==> src/rtl/multicycle_control_unit.sv <==
// Multi-cycle RV32I control FSM with one memory port shared by fetch and data.
// Walks each instruction through fetch/decode/execute/memory/write-back.
// Memory accesses hold on a ready handshake and are guarded by a watchdog.
// Bad encodings and memory timeouts enter TRAP, which records why.
module multicycle_control_unit #(
   parameter int ALU_CTRL_W     = 4,
   parameter int TIMEOUT_CYCLES = 255,
   parameter bit TRAP_HALT      = 1'b1
) (
   input  logic                  clk,
   input  logic                  rst_n,
   input  logic [31:0]           instr,
   input  logic                  mem_ready,
   input  logic                  br_taken,
   output logic                  mem_req,
   output logic                  mem_we,
   output logic                  adr_sel,
   output logic                  ir_write,
   output logic                  pc_write,
   output logic [1:0]            pc_src,
   output logic                  reg_write,
   output logic [1:0]            alu_src_a,
   output logic [1:0]            alu_src_b,
   output logic [1:0]            wb_sel,
   output logic [2:0]            imm_sel,
   output logic [ALU_CTRL_W-1:0] alu_ctrl,
   output logic                  illegal_instr,
   output logic                  mem_timeout,
   output logic                  busy
);

   typedef enum logic [3:0] {
      ST_RESET,
      ST_FETCH,
      ST_DECODE,
      ST_EXEC,
      ST_ALU_WB,
      ST_MEM_ADDR,
      ST_MEM_ACCESS,
      ST_MEM_WB,
      ST_BRANCH,
      ST_JUMP,
      ST_TRAP
   } state_t;

   localparam logic [6:0] OP_R      = 7'b0110011;
   localparam logic [6:0] OP_IMM    = 7'b0010011;
   localparam logic [6:0] OP_LUI    = 7'b0110111;
   localparam logic [6:0] OP_AUIPC  = 7'b0010111;
   localparam logic [6:0] OP_LOAD   = 7'b0000011;
   localparam logic [6:0] OP_STORE  = 7'b0100011;
   localparam logic [6:0] OP_BRANCH = 7'b1100011;
   localparam logic [6:0] OP_JAL    = 7'b1101111;
   localparam logic [6:0] OP_JALR   = 7'b1100111;

   localparam logic [3:0] ALU_ADD  = 4'd0;
   localparam logic [3:0] ALU_SUB  = 4'd1;
   localparam logic [3:0] ALU_SLL  = 4'd2;
   localparam logic [3:0] ALU_SRL  = 4'd3;
   localparam logic [3:0] ALU_SRA  = 4'd4;
   localparam logic [3:0] ALU_SLT  = 4'd5;
   localparam logic [3:0] ALU_SLTU = 4'd6;
   localparam logic [3:0] ALU_AND  = 4'd7;
   localparam logic [3:0] ALU_OR   = 4'd8;
   localparam logic [3:0] ALU_XOR  = 4'd9;

   localparam logic [2:0] IMM_I = 3'b000;
   localparam logic [2:0] IMM_S = 3'b001;
   localparam logic [2:0] IMM_B = 3'b010;
   localparam logic [2:0] IMM_U = 3'b011;
   localparam logic [2:0] IMM_J = 3'b100;

   // Watchdog counts stalled cycles; it never needs to hold TIMEOUT_CYCLES itself
   // because the last stalled cycle is detected while the count is one below it.
   localparam int WD_W = (TIMEOUT_CYCLES > 1) ? $clog2(TIMEOUT_CYCLES) : 1;
   localparam logic [WD_W-1:0] WD_LAST = WD_W'((TIMEOUT_CYCLES > 0) ? (TIMEOUT_CYCLES - 1) : 0);
   localparam bit WD_ENABLE = (TIMEOUT_CYCLES != 0);

   state_t state;
   state_t next_state;

   logic [6:0]      opcode;
   logic [2:0]      funct3;
   logic [6:0]      funct7;
   logic            instr_legal;
   logic [3:0]      exec_alu;
   logic [3:0]      alu_code;
   logic            req_state;
   logic            wd_expire;
   logic [WD_W-1:0] wd_cnt;
   logic            cause_illegal;
   logic            cause_timeout;
   logic            set_illegal;
   logic            set_timeout;
   logic            unused_instr_bits;

   assign opcode = instr[6:0];
   assign funct3 = instr[14:12];
   assign funct7 = instr[31:25];

   // Register and immediate fields are consumed by the datapath, not by control.
   assign unused_instr_bits = ^{instr[24:15], instr[11:7]};

   // The states that drive mem_req; kept separate so the watchdog does not depend on the output block.
   assign req_state = (state == ST_FETCH) || (state == ST_MEM_ACCESS);

   assign wd_expire = WD_ENABLE && req_state && !mem_ready && (wd_cnt == WD_LAST);

   // Encoding legality check for the RV32I subset this core implements.
   always_comb begin
      instr_legal = 1'b0;
      case (opcode)
         OP_R: begin
            instr_legal = (funct7 == 7'h00) ||
                          ((funct7 == 7'h20) && ((funct3 == 3'b000) || (funct3 == 3'b101)));
         end
         OP_IMM: begin
            if (funct3 == 3'b001) begin
               instr_legal = (funct7 == 7'h00);
            end else if (funct3 == 3'b101) begin
               instr_legal = (funct7 == 7'h00) || (funct7 == 7'h20);
            end else begin
               instr_legal = 1'b1;
            end
         end
         OP_LUI, OP_AUIPC, OP_JAL: instr_legal = 1'b1;
         OP_LOAD, OP_STORE:        instr_legal = (funct3 == 3'b010);
         OP_BRANCH:                instr_legal = (funct3 != 3'b010) && (funct3 != 3'b011);
         OP_JALR:                  instr_legal = (funct3 == 3'b000);
         default:                  instr_legal = 1'b0;
      endcase
   end

   // ALU operation for R-type and OP-IMM; instr[30] picks sub/sra, and OP-IMM has no subtract.
   always_comb begin
      exec_alu = ALU_ADD;
      if ((opcode == OP_R) || (opcode == OP_IMM)) begin
         case (funct3)
            3'b000:  exec_alu = ((opcode == OP_R) && funct7[5]) ? ALU_SUB : ALU_ADD;
            3'b001:  exec_alu = ALU_SLL;
            3'b010:  exec_alu = ALU_SLT;
            3'b011:  exec_alu = ALU_SLTU;
            3'b100:  exec_alu = ALU_XOR;
            3'b101:  exec_alu = funct7[5] ? ALU_SRA : ALU_SRL;
            3'b110:  exec_alu = ALU_OR;
            default: exec_alu = ALU_AND;
         endcase
      end
   end

   // State register; reset drops any in-flight access and restarts from RESET.
   always_ff @(posedge clk or negedge rst_n) begin
      if (!rst_n) begin
         state <= ST_RESET;
      end else begin
         state <= next_state;
      end
   end

   // Watchdog: counts consecutive stalled request cycles, clears on completion or state change.
   always_ff @(posedge clk or negedge rst_n) begin
      if (!rst_n) begin
         wd_cnt <= '0;
      end else if (req_state && !mem_ready && (next_state == state)) begin
         wd_cnt <= wd_cnt + 1'b1;
      end else begin
         wd_cnt <= '0;
      end
   end

   // Trap cause register: captured on TRAP entry, cleared when TRAP is left.
   always_ff @(posedge clk or negedge rst_n) begin
      if (!rst_n) begin
         cause_illegal <= 1'b0;
         cause_timeout <= 1'b0;
      end else if (state == ST_TRAP) begin
         if (next_state != ST_TRAP) begin
            cause_illegal <= 1'b0;
            cause_timeout <= 1'b0;
         end
      end else if (next_state == ST_TRAP) begin
         cause_illegal <= set_illegal;
         cause_timeout <= set_timeout;
      end
   end

   // Next-state and datapath controls from the current state and instruction.
   always_comb begin
      next_state    = state;
      set_illegal   = 1'b0;
      set_timeout   = 1'b0;
      mem_req       = 1'b0;
      mem_we        = 1'b0;
      adr_sel       = 1'b0;
      ir_write      = 1'b0;
      pc_write      = 1'b0;
      pc_src        = 2'b00;
      reg_write     = 1'b0;
      alu_src_a     = 2'b00;
      alu_src_b     = 2'b00;
      wb_sel        = 2'b00;
      imm_sel       = IMM_I;
      alu_code      = ALU_ADD;
      illegal_instr = 1'b0;
      mem_timeout   = 1'b0;
      busy          = 1'b1;

      case (state)
         ST_RESET: begin
            busy       = 1'b0;
            next_state = ST_FETCH;
         end

         ST_FETCH: begin
            mem_req   = 1'b1;
            alu_src_a = 2'b01;
            alu_src_b = 2'b10;
            alu_code  = ALU_ADD;
            if (mem_ready) begin
               ir_write   = 1'b1;
               pc_write   = 1'b1;
               pc_src     = 2'b00;
               next_state = ST_DECODE;
            end else if (wd_expire) begin
               set_timeout = 1'b1;
               next_state  = ST_TRAP;
            end
         end

         ST_DECODE: begin
            alu_src_a = 2'b10;
            alu_src_b = 2'b01;
            alu_code  = ALU_ADD;
            if (opcode == OP_BRANCH) begin
               imm_sel = IMM_B;
            end else if (opcode == OP_JAL) begin
               imm_sel = IMM_J;
            end else begin
               imm_sel = IMM_I;
            end
            if (!instr_legal) begin
               set_illegal = 1'b1;
               next_state  = ST_TRAP;
            end else begin
               case (opcode)
                  OP_R, OP_IMM, OP_LUI, OP_AUIPC: next_state = ST_EXEC;
                  OP_LOAD, OP_STORE:              next_state = ST_MEM_ADDR;
                  OP_BRANCH:                      next_state = ST_BRANCH;
                  default:                        next_state = ST_JUMP;
               endcase
            end
         end

         ST_EXEC: begin
            case (opcode)
               OP_R: begin
                  alu_src_a = 2'b00;
                  alu_src_b = 2'b00;
                  alu_code  = exec_alu;
               end
               OP_IMM: begin
                  alu_src_a = 2'b00;
                  alu_src_b = 2'b01;
                  imm_sel   = IMM_I;
                  alu_code  = exec_alu;
               end
               OP_LUI: begin
                  alu_src_a = 2'b11;
                  alu_src_b = 2'b01;
                  imm_sel   = IMM_U;
               end
               default: begin
                  alu_src_a = 2'b10;
                  alu_src_b = 2'b01;
                  imm_sel   = IMM_U;
               end
            endcase
            next_state = ST_ALU_WB;
         end

         ST_ALU_WB: begin
            reg_write  = 1'b1;
            wb_sel     = 2'b00;
            next_state = ST_FETCH;
         end

         ST_MEM_ADDR: begin
            alu_src_a  = 2'b00;
            alu_src_b  = 2'b01;
            imm_sel    = (opcode == OP_STORE) ? IMM_S : IMM_I;
            alu_code   = ALU_ADD;
            next_state = ST_MEM_ACCESS;
         end

         ST_MEM_ACCESS: begin
            mem_req = 1'b1;
            adr_sel = 1'b1;
            mem_we  = (opcode == OP_STORE);
            if (mem_ready) begin
               next_state = (opcode == OP_STORE) ? ST_FETCH : ST_MEM_WB;
            end else if (wd_expire) begin
               set_timeout = 1'b1;
               next_state  = ST_TRAP;
            end
         end

         ST_MEM_WB: begin
            reg_write  = 1'b1;
            wb_sel     = 2'b01;
            next_state = ST_FETCH;
         end

         ST_BRANCH: begin
            pc_write   = br_taken;
            pc_src     = 2'b01;
            next_state = ST_FETCH;
         end

         ST_JUMP: begin
            reg_write = 1'b1;
            wb_sel    = 2'b10;
            pc_write  = 1'b1;
            if (opcode == OP_JALR) begin
               alu_src_a = 2'b00;
               alu_src_b = 2'b01;
               imm_sel   = IMM_I;
               alu_code  = ALU_ADD;
               pc_src    = 2'b10;
            end else begin
               pc_src    = 2'b01;
            end
            next_state = ST_FETCH;
         end

         ST_TRAP: begin
            illegal_instr = cause_illegal;
            mem_timeout   = cause_timeout;
            if (TRAP_HALT) begin
               busy       = 1'b0;
               next_state = ST_TRAP;
            end else begin
               next_state = ST_FETCH;
            end
         end

         default: begin
            busy       = 1'b0;
            next_state = ST_RESET;
         end
      endcase
   end

   assign alu_ctrl = ALU_CTRL_W'(alu_code);

endmodule

==> config.mk <==
export PLATFORM = sky130hd
export DESIGN_NAME = multicycle_control_unit
export DESIGN_NICKNAME = d
export VERILOG_FILES = /design/src/rtl/multicycle_control_unit.sv
export SDC_FILE = /design/constraint.sdc
export NUM_CORES = 1
export LEC_CHECK = 0
export ABC_AREA = 1
export BUFFER_PORTS_ARGS = -buffer_cell sky130_fd_sc_hd__buf_4
export CAP_MARGIN = 25
export CELL_PAD_IN_SITES_DETAIL_PLACEMENT = 1
export CELL_PAD_IN_SITES_GLOBAL_PLACEMENT = 1
export CORE_MARGIN = 1.5
export CORE_UTILIZATION = 31
export DETAILED_ROUTE_END_ITERATION = 6
export PLACE_DENSITY_LB_ADDON = 0.25
export SLEW_MARGIN = 15
export SYNTH_ARGS = -nofsm -noshare
export SYNTH_HDL_FRONTEND = slang
export SYNTH_SLANG_ARGS = --single-unit
==> constraint.sdc <==
create_clock -name clk -period 2 [get_ports clk]
set_input_delay 0.2 -clock clk [delete_from_list [all_inputs] [get_ports clk]]
set_output_delay 0.2 -clock clk [all_outputs]
set_load 0.02 [all_outputs]
==> impl.org <==
** Critical path
- STA classifies the critical path endpoint as an output pin.
- Worst path arrival time :: 1.70 ns
- Worst r2r src :: state[0]
- For the worst setup path, the data required time is 1.80 ns.
- Along the worst path, the maximum fanout reaches 6.
- Critical Path Start Type :: flop
- The endpoint identified for the worst register-to-register timing path is cause_timeout.
- Number of cells traversed by the worst register-to-register path :: 11
- The setup path with the least slack is of type reg2out.
- For flop-to-flop paths, the worst setup slack is approximately 0.3 ns.

** Cells and area
- Final antenna diode count :: 0
- Proportion of layout cells with a drive suffix above 1 :: 31.3%
- Count of nets after finishing :: slightly below 300
- Fill cells in the final layout number 561.
- Final Instance Count excl. Fillers :: about 310
- The area growth from synthesis to layout is 37.1%.

** Floorplan
- After floorplanning, the core was sized to cover ~4100 sq um.
- From bottom edge to top edge, the die measures roughly 69 um.
- The die covers roughly 4700 sq um.
- Pin placement for this block handled 60 I/O pins.
- From left edge to right edge, the die measures 68.7 um.
- Initial Util :: between 30% and 40%
- Core Rows :: 23

** Yosys
- Synthesis produced a netlist with a net count of approximately 250.
- Total number of yosys warnings :: 0
- Avg Synthesized Cell Area :: around 6.5 sq um
- For this run, asynchronously set or reset flops after synthesis account for 100%.
- Top FF cell, synth :: dfrtp_1
- Yosys attributes the largest share of cell area to dfrtp_1 (26%), nand2_1 (13%), nor2_1 (10%), inv_1 (8.7%), nand3_1 (6.0%).
- Summing every instance area after synthesis gives between 1000 and 1500 sq um.
- Count of flip-flops with a built-in enable after synthesis :: 0
- #FFs+latches synth :: 14
- Synth top area share :: 26.2%
- In the synthesized netlist, the number of instances is around 210.
- Sequential elements use between 20% and 30% of the synthesized area.
- The synthesized design spends more area on one cell type than any other, namely dfrtp_1.
- Library cells used by synthesis :: 32

** Timing
- Setup violations remaining at the end of the flow were counted as 0.
- For the pin with the worst max-slew slack, the measured transition is about 0.35 ns.
- Final period util :: between 90% and 100%
- Setup repair after global routing missed its margin :: no
- Peak Freq :: between 0.5 and 0.6 GHz
- On the final layout, the worst clock skew is ~0.0019 ns.
- The count of final max-slew check failures was 0.
- The worst pin sits at a relative slew slack of 76.3%.
- Final min period :: 1.90 ns
- The number of failing hold endpoints at the final stage is 0.
- After routing, the total negative slack on setup checks comes to 0 ns.

** Global route
- Initial antenna violation count :: 0
- Entering global routing, the biggest net connects 15 pins.
- The via count of the first global-routing pass came to about 1400.
- The first global-routing pass estimated about 6200 um of wire.
- Gr usage total :: approximately 17%
- After global routing the overflow that remains totals 0.

** Drt
- Met2 wire len :: around 1800 um
- Via count normalized by instance count :: around 4.8
- Wire length per cell :: ~12 um
- Detailed-route wire length :: ~3600 um
- Number of design-rule violations left by the first detailed-router iteration :: 46
- The highest metal layer carrying signal wires in the routed design is met4.
- Once detail routing completed, the nets flagged for antenna violations numbered 0.
- Total vias in the final route :: 1489
- Wire segments on met3 add up to 131 um in the final route.
- Wl on met1 :: between 1500 and 2000 um
- Pre-antenna DRT Iters :: 4
- After detailed routing, the number of remaining DRC violations is 0.

** CTS
- Inserted Clock Buffers :: 3
- TritonCTS clock tree :: done
- Clock-pin slew was measured on the worst setup and hold paths at 0.06 ns.
- The later pin in the worst-skew pair is clocked with a latency of ~0.25 ns.
- Number of H-tree levels :: 1
- # clock sinks :: 14
- Buffer depth of the longest clock path :: 2
- The root buffer cell chosen for the clock tree is clkbuf_8.

** Run status
- Run status :: completed

** Power
- Power per cell area :: ~1000 nW/um^2
- Maximum ir drop on the vdd rail :: ~0.45 mV
- In this run the static leakage power is about 0.95 nW.

** Flow run
- Across the run, the number of max-cap violations was 0.

** Placement
- Detailed placement HPWL :: around 3000 um
- Counting tap cells, the placed design contains a total of 301 instances.
- Placer Congestion :: slightly below 0.8
- During placement, the flow inserted port buffers numbering 44.

** Hold path
- The worst hold path belongs to the class in2reg.
- End point of the most critical hold path :: state[2]
- Min-delay src :: mem_ready
- Hold Path Depth :: 3
## final cells by class
type                            instances  area (sq um)  area share, %
Clock buffer                            4          55.1           3.01
Inverter                               35           131           7.17
Multi-Input combinational cell        157           858           46.9
Sequential cell                        14           354           19.3
Tap cell                               50          62.6           3.42
Timing Repair Buffer                   49           370           20.2
## kinds of logic (layout without fill, tap and decap cells)
logic type               count (synthesis)  count (layout)  synth area share (%)
flip-flops                              14              14                  26.2
AO/OA/AOI/OAI                           22              22                  10.0
adder cells (fa/ha/maj)                  2               2                  1.87
buffers and inverters                   36              88                  10.4
XOR/XNOR                                 3               3                  1.97
AND/OR/NAND/NOR                        130             130                  49.5
## how the worst max path moves through the flow
stage	startpoint	endpoint	slack [ns]	cells after the start
after global placement	state[3]	alu_ctrl[1]	0.22	6
after floorplan	state[3]	alu_ctrl[1]	0.15	5
after CTS	state[2]	alu_ctrl[1]	0.02	6
after detailed placement	state[3]	alu_ctrl[1]	0.22	6
after global routing	state[2]	alu_ctrl[3]	0.008	7
final	state[2]	alu_ctrl[3]	0.10	7
## report_power, final
part | switching [mW] | leakage, nW | internal, mW
clock network | 0.101 | 0.0288 | 0.174
registers | 0.0863 | 0.182 | 0.339
logic | 0.669 | 0.744 | 0.418
total | 0.856 | 0.955 | 0.931
## Yosys cell counts (4+ instances only)
cell and n:
nand2_1 46, nand4_1 5, a21oi_1 7, inv_1 31, nand3_1 16, dfrtp_1 14
o21ai_0 7, inv_2 4, nand2_2 5, nor2_1 37, nor2_4 4
## layer usage
layer	vias to the layer above	track usage (%)
li1	767	-
met1	686	21.9
met2	32	30.4
met3	4	2.27
met4	0	3.00
met5	-	0
## state kept, by name, indices dropped and copies added, names as in the netlist
signal and flops:
state 4, cause_timeout 1, cause_illegal 1, wd_cnt 8
## per-stage QoR
step / instance area, sq um / setup WS (ns) / power, mW / utilization (%) / hold WS [ns]
5_1_grt: 1830 / 0.00787 / 1.93 / 45.1 / 0.343
3_5_place_dp: 1730 / 0.218 / 1.49 / 42.6 / 0.0593
3_3_place_gp: 1730 / 0.217 / 1.48 / 42.6 / 0.0576
6_report: 1830 / 0.103 / 1.79 / 45.1 / 0.308
4_1_cts: 1820 / 0.0157 / 1.80 / 44.8 / 0.308
2_1_floorplan: 1340 / 0.148 / 1.12 / - / -0.0956
## placed cells by master (no fill, tap or decap), drive strengths merged
cell         count
nor2            43
o21ai            7
nor3             5
nor3b            3
o211ai           1
a311oi           1
xor2             1
nor4             1
dfrtp           14
nand2           54
dlygate4sd3      1
nand3           17
a31oi            2
ha               2
buf             48
o2111ai          2
nand4            6
xnor2            2
inv             35
a22o             1
clkbuf           4
a21oi            8
and3             1
## worst max-delay path, cell delays in order, from the launching register on
cell	delay (ns)
dfrtp_2	0.46
nor2_4	0.15
inv_2	0.07
nor3_4	0.13
nand4_1	0.22
buf_4	0.20
nor2_1	0.08
buf_4	0.14
## what timing repair did
action / 4_1_cts / 5_1_grt
resized for setup: 4 / 1
buffers inserted: 2 / 1
hold endpoints to repair: 14 / 0
endpoints found under the setup margin: 2 / 3
pin swaps: 3 / 2
hold buffers: 1 / 0
Power figures use the tool's default switching activity.
